===== config.mk =====
export PLATFORM = sky130hd
export DESIGN_NAME = chunk_packer_flat
export DESIGN_NICKNAME = d
export VERILOG_FILES = /design/src/rtl/chunk_packer_pkg.sv /design/src/rtl/chunk_packer_if.sv /design/src/rtl/chunk_packer.sv /design/src/flat_wrapper.sv
export SDC_FILE = /design/constraint.sdc
export NUM_CORES = 2
export LEC_CHECK = 0
export ABC_AREA = 1
export CAP_MARGIN = 20
export CORE_AREA = 2 2 499 501
export CTS_CLUSTER_SIZE = 10
export DETAILED_ROUTE_END_ITERATION = 16
export DIE_AREA = 0 0 501 503
export GPL_ROUTABILITY_DRIVEN = 0
export RECOVER_POWER = 100
export SLEW_MARGIN = 10
export SYNTH_ARGS = -nofsm -noshare
export SYNTH_HDL_FRONTEND = slang
export SYNTH_SLANG_ARGS = --single-unit
export TNS_END_PERCENT = 5

===== constraint.sdc =====
create_clock -name CLK -period 13.03 [get_ports CLK]
set_input_delay 2.606 -clock CLK [delete_from_list [all_inputs] [get_ports CLK]]
set_output_delay 2.606 -clock CLK [all_outputs]
set_load 0.02 [all_outputs]

===== src/rtl/chunk_packer_pkg.sv =====
// chunk_packer_pkg: shared sort configuration used by the packer and the sorting-network stages.
package chunk_packer_pkg;
    localparam int SORT_P_LOG  = 4;
    localparam int SORT_IN_LOG = 2;
    localparam int SORT_DATW   = 64;
    localparam int SORT_KEYW   = 32;
endpackage


===== src/rtl/chunk_packer_if.sv =====
// chunk_packer_if: input beat stream and assembled block output of the chunk packer.
interface chunk_packer_if import chunk_packer_pkg::*; #(
    parameter int P_LOG  = SORT_P_LOG,
    parameter int IN_LOG = SORT_IN_LOG,
    parameter int DATW   = SORT_DATW
);
    logic [(DATW<<IN_LOG)-1:0] DIN;
    logic                      DINEN;
    logic                      FLUSH;
    logic [(DATW<<P_LOG)-1:0]  DOT;
    logic                      DOTEN;
    logic [P_LOG:0]            PADCNT;
    modport master (output DIN, DINEN, FLUSH, input DOT, DOTEN, PADCNT);
    modport slave  (input DIN, DINEN, FLUSH, output DOT, DOTEN, PADCNT);
endinterface


===== src/rtl/chunk_packer.sv =====
// chunk_packer: gathers input beats into fixed-size blocks for the sorting network,
// padding partial blocks on flush with max-key records so they sort last.
module chunk_packer import chunk_packer_pkg::*; #(
    parameter int P_LOG  = SORT_P_LOG,
    parameter int IN_LOG = SORT_IN_LOG,
    parameter int DATW   = SORT_DATW,
    parameter int KEYW   = SORT_KEYW
) (
    input logic         CLK,
    input logic         RST,
    chunk_packer_if.slave bus
);
    localparam int R     = 1 << IN_LOG;
    localparam int BEATS = 1 << (P_LOG - IN_LOG);
    localparam int BW    = DATW * R;
    localparam int CW    = P_LOG > IN_LOG ? P_LOG - IN_LOG : 1;
    localparam logic [DATW-1:0] PAD_REC  = DATW'({KEYW{1'b1}});
    localparam logic [BW-1:0]   PAD_BEAT = {R{PAD_REC}};
    logic [CW-1:0]              cnt_q, cnt_d;
    logic [CW:0]                fill;
    logic                       last, emit, doten_q;
    logic [(DATW<<P_LOG)-1:0]   dot_d, dot_q;
    logic [P_LOG:0]             padcnt_d, padcnt_q;
    // fill = first beat slot not covered by data once this cycle's beat is included
    always_comb begin
        last     = bus.DINEN && cnt_q == CW'(BEATS - 1);
        emit     = last || (bus.FLUSH && (bus.DINEN || cnt_q != '0));
        fill     = {1'b0, cnt_q} + (CW+1)'(bus.DINEN);
        cnt_d    = emit ? '0 : cnt_q + CW'(bus.DINEN);
        padcnt_d = (P_LOG+1)'((BEATS - int'(fill)) << IN_LOG);
    end
    for (genvar b = 0; b < BEATS; b++) begin : g_slot
        logic          wr;
        logic [BW-1:0] slot_q;
        assign wr = bus.DINEN && cnt_q == CW'(b);
        assign dot_d[b*BW +: BW] = wr ? bus.DIN : ((CW+1)'(b) >= fill ? PAD_BEAT : slot_q);
        always_ff @(posedge CLK)
            if (wr) slot_q <= bus.DIN;
    end
    always_ff @(posedge CLK) begin
        if (RST) begin
            cnt_q    <= '0;
            doten_q  <= 1'b0;
            dot_q    <= '0;
            padcnt_q <= '0;
        end else begin
            cnt_q   <= cnt_d;
            doten_q <= emit;
            if (emit) begin
                dot_q    <= dot_d;
                padcnt_q <= padcnt_d;
            end
        end
    end
    assign bus.DOT    = dot_q;
    assign bus.DOTEN  = doten_q;
    assign bus.PADCNT = padcnt_q;
endmodule

===== src/flat_wrapper.sv =====
// flat-port wrapper written by rule: the top's interface ports become plain ports
module chunk_packer_flat import chunk_packer_pkg::*;
#(
    parameter int P_LOG  = SORT_P_LOG,
    parameter int IN_LOG = SORT_IN_LOG,
    parameter int DATW   = SORT_DATW,
    parameter int KEYW   = SORT_KEYW
)
  (CLK, RST, bus_DIN, bus_DINEN, bus_FLUSH, bus_DOT, bus_DOTEN, bus_PADCNT);
  chunk_packer_if #(.P_LOG(P_LOG), .IN_LOG(IN_LOG), .DATW(DATW)) bus_i ();
  input logic CLK;
  input logic RST;
  input wire logic [$bits(bus_i.DIN)-1:0] bus_DIN;
  input wire logic [$bits(bus_i.DINEN)-1:0] bus_DINEN;
  input wire logic [$bits(bus_i.FLUSH)-1:0] bus_FLUSH;
  output wire logic [$bits(bus_i.DOT)-1:0] bus_DOT;
  output wire logic [$bits(bus_i.DOTEN)-1:0] bus_DOTEN;
  output wire logic [$bits(bus_i.PADCNT)-1:0] bus_PADCNT;
  assign bus_i.DIN = bus_DIN;
  assign bus_i.DINEN = bus_DINEN;
  assign bus_i.FLUSH = bus_FLUSH;
  assign bus_DOT = bus_i.DOT;
  assign bus_DOTEN = bus_i.DOTEN;
  assign bus_PADCNT = bus_i.PADCNT;
  chunk_packer #(.P_LOG(P_LOG), .IN_LOG(IN_LOG), .DATW(DATW), .KEYW(KEYW)) u_core (.CLK(CLK), .RST(RST), .bus(bus_i));
endmodule

==> results.json <==
{
  "die_h_um": 503,
  "r2r_cells": 5,
  "critical_path_class": "input pin to flip-flop",
  "power_mw": 15.5,
  "crit_required_ns": 13.50,
  "max_stage_delay_ns": 2.38,
  "critPathArrivalTime_ns": 10.01,
  "r2r-start": "u_core.cnt_q[1]",
  "clk_path_buf_depth": 3,
  "antenna_found_initial": 106,
  "ioPinCount": 1290,
  "max_cap_violations": 13,
  "gr-total-overflow": 0,
  "min_path_type": "flip-flop to flip-flop",
  "drive_gt1_frac": 0.0364,
  "start_util": 0.327,
  "grt_pass1_vias": 64224,
  "drt_iter0_drc": 7241,
  "syn_area_um2": 80800,
  "path_clk_slew_ns": 0.06,
  "clock_sinks": 2054,
  "cts_buffers": 233,
  "grt_pass1_wl_um": 460000,
  "post-route-period-util": 0.732,
  "synth_top_area_frac": 0.380,
  "crit_start": "bus_DINEN",
  "finalHoldViolCount": 0,
  "ys_seq_area_frac": 0.635,
  "routedWlPerCell_um": 24.4,
  "grt.total_usage": 0.245,
  "path_depth": 5,
  "crit_family": "buffers and inverters",
  "cts_resized": 0,
  "grt_max_degree": 223,
  "syn2layout_area_growth_pct": 27.1,
  "fillCellCount": 24015,
  "vias_per_cell": 5.19,
  "wirelength_um": 323000,
  "post-cts-setup-buffer-count": 0,
  "synth_area_leaders": "edfxtp_1 38%, dfxtp_1 26%, nand2_1 15%",
  "violations": "capacitance limit, slew limit",
  "cp-end-kind": "flip-flop",
  "htreeDepth": 4,
  "yosys_warnings": 0,
  "min_from": "u_core.bus.DOT[839]",
  "ys_ff_latch": 2054,
  "worst_pin_slew_ns": 3.77,
  "first_pass_iters": 8,
  "timing_max_transition_violations_final": 639,
  "outcome": "finished with violations",
  "p_per_area_nw_per_um2": 151,
  "placementRows": 183,
  "coreArea_um2": 247000,
  "rsz0062_at_grt": "no",
  "dpl.hpwl_um": 203000,
  "hold_buffers": 0,
  "numPortBuffers": 1287,
  "netlist_instances": 8825,
  "drc": 0,
  "die_area_um2": 252000,
  "synth_cell_type_count": 20,
  "relSlewSlack": -1.51,
  "vias": 68691,
  "crit_path_top_delay_cell": "clkbuf_1",
  "tns_ns": 0,
  "crit_chain": "dlygate4sd3_1 > nand3_1 > inv_8 > clkbuf_1 > buf_4",
  "postRouteAntennaNets": 0,
  "die_x_um": 501,
  "syn_avg_cell_area_um2": 9.16,
  "r2r_end": "u_core.g_slot[1].slot_q[54]",
  "max_freq_mhz": 105,
  "setup.worst_path.end": "u_core.g_slot[1].slot_q[54]",
  "critPathBufInv": 4,
  "yosys.area.top_type": "edfxtp_1",
  "setup_violations": 0,
  "cts-root-buf": "clkbuf_16",
  "cp-start-kind": "input pin",
  "timing.reg2reg.setup_slack_ns": 5.31,
  "worst-path-max-fanout": 109,
  "final.min_clock_period_ns": 9.54,
  "cts_tree": "done",
  "ir_drop_uv": 120,
  "final_nets": 9990,
  "p_leak_nw": 42.6,
  "clk_latency_ns": 0.90,
  "skew_ns": 0.0676
}
[cells in the mapped netlist (all sizes together)]
cell type,n
nand2,3334
nand3,1543
dfxtp,1030
edfxtp,1024
o21ai,899
clkbuf,508
buf,200
inv,145
nand3b,128
ha,7
nor2,3
clkinv,2
conb,1
fa,1
[power by group]
group          leakage [nW]  internal (mW)  switching, mW
clock network          3.37           3.48           2.74
registers              17.8           7.12          0.172
logic                  21.4          0.582           1.40
[cells by family after synthesis]
group / Yosys count / synth area share
flops: 2054 / 0.635
fa+ha+maj: 8 / 0.00133
compound gates: 899 / 0.0557
other cells: 1 / 0.0000464
simple gates: 5008 / 0.262
buf+inv: 855 / 0.0451
[placed cells by master, fill, tap and decap left out, types with 3 or more instances in the layout]
| cell | instances |
|---|---|
| buf_12 | 10 |
| ha_1 | 5 |
| o21ai_0 | 899 |
| clkinv_8 | 3 |
| dlygate4sd3_1 | 1284 |
| buf_4 | 63 |
| nand2_1 | 3333 |
| dfxtp_1 | 1030 |
| clkinv_16 | 6 |
| inv_8 | 6 |
| clkbuf_1 | 180 |
| edfxtp_1 | 1024 |
| nand3b_1 | 128 |
| clkinv_2 | 8 |
| clkbuf_8 | 8 |
| inv_6 | 5 |
| clkbuf_16 | 236 |
| nor2_1 | 3 |
| nand3_1 | 1542 |
| diode_2 | 61 |
| inv_16 | 4 |
| inv_1 | 137 |
[tightest hold or removal path: cells and delay by family, from the launching register on]
| family | cells | cell delay (ns) |
|---|---|---|
| flip-flops | 1 | 0.30 |
| AND/OR/NAND/NOR | 2 | 0.12 |
[per-layer routing]
layer | GRT usage | wire (µm) | vias to the layer above | part of all wire
li1 | - | - | 31501 | -
met1 | 0.324 | 133000 | 33177 | 0.41
met2 | 0.366 | 141000 | 3417 | 0.44
met3 | 0.0778 | 34400 | 570 | 0.11
met4 | 0.108 | 14100 | 26 | 0.044
met5 | 0 | 162 | - | 0.00050
[layout make-up]
class / instances / area [µm²] / area share
antenna: 61 / 153 / 0.00149
clock buffer: 415 / 6660 / 0.0648
clock inverter: 29 / 442 / 0.00430
inverter: 147 / 628 / 0.00611
multi-input combinational: 5917 / 25900 / 0.252
sequential: 2054 / 51400 / 0.500
tap: 3237 / 4050 / 0.0394
timing repair buffer: 1369 / 13600 / 0.132
[registers in the layout (all words and copies together) (netlist names)]
| signal | cells |
|---|---|
| u_core.bus.PADCNT | 3 |
| u_core.bus.DOT | 1024 |
| u_core.bus.DOTEN | 1 |
| u_core.g_slot.slot_q | 1024 |
| u_core.cnt_q | 2 |
[worst min-delay path by stage]
stage | endpoint | slack [ns] | cells past startpoint
6_report | u_core.bus.DOT[839] | 0.46 | 2
5_1_grt | u_core.bus.DOT[266] | 0.48 | 2
3_3_place_gp | u_core.bus.DOT[525] | 0.46 | 2
3_5_place_dp | u_core.bus.DOT[656] | 0.46 | 2
2_1_floorplan | u_core.bus.DOT[256] | 0.52 | 4
4_1_cts | u_core.bus.DOT[656] | 0.47 | 2
[through the flow]
stage / util / cells / hold WS (ns) / setup slack, ns / instance area (µm²)
final: 0.416 / 13229 / 0.464 / 3.49 / 103000
after global routing: 0.416 / 13211 / 0.482 / 3.24 / 103000
after CTS: 0.416 / 13167 / 0.470 / 6.60 / 103000
after detailed placement: 0.387 / 12723 / 0.460 / 5.67 / 95600
after global placement: 0.387 / 12723 / 0.458 / 5.73 / 95600
after floorplan: - / 8826 / 0.520 / 2.19 / 80800
No activity file was read; power rests on OpenSTA's default activity.
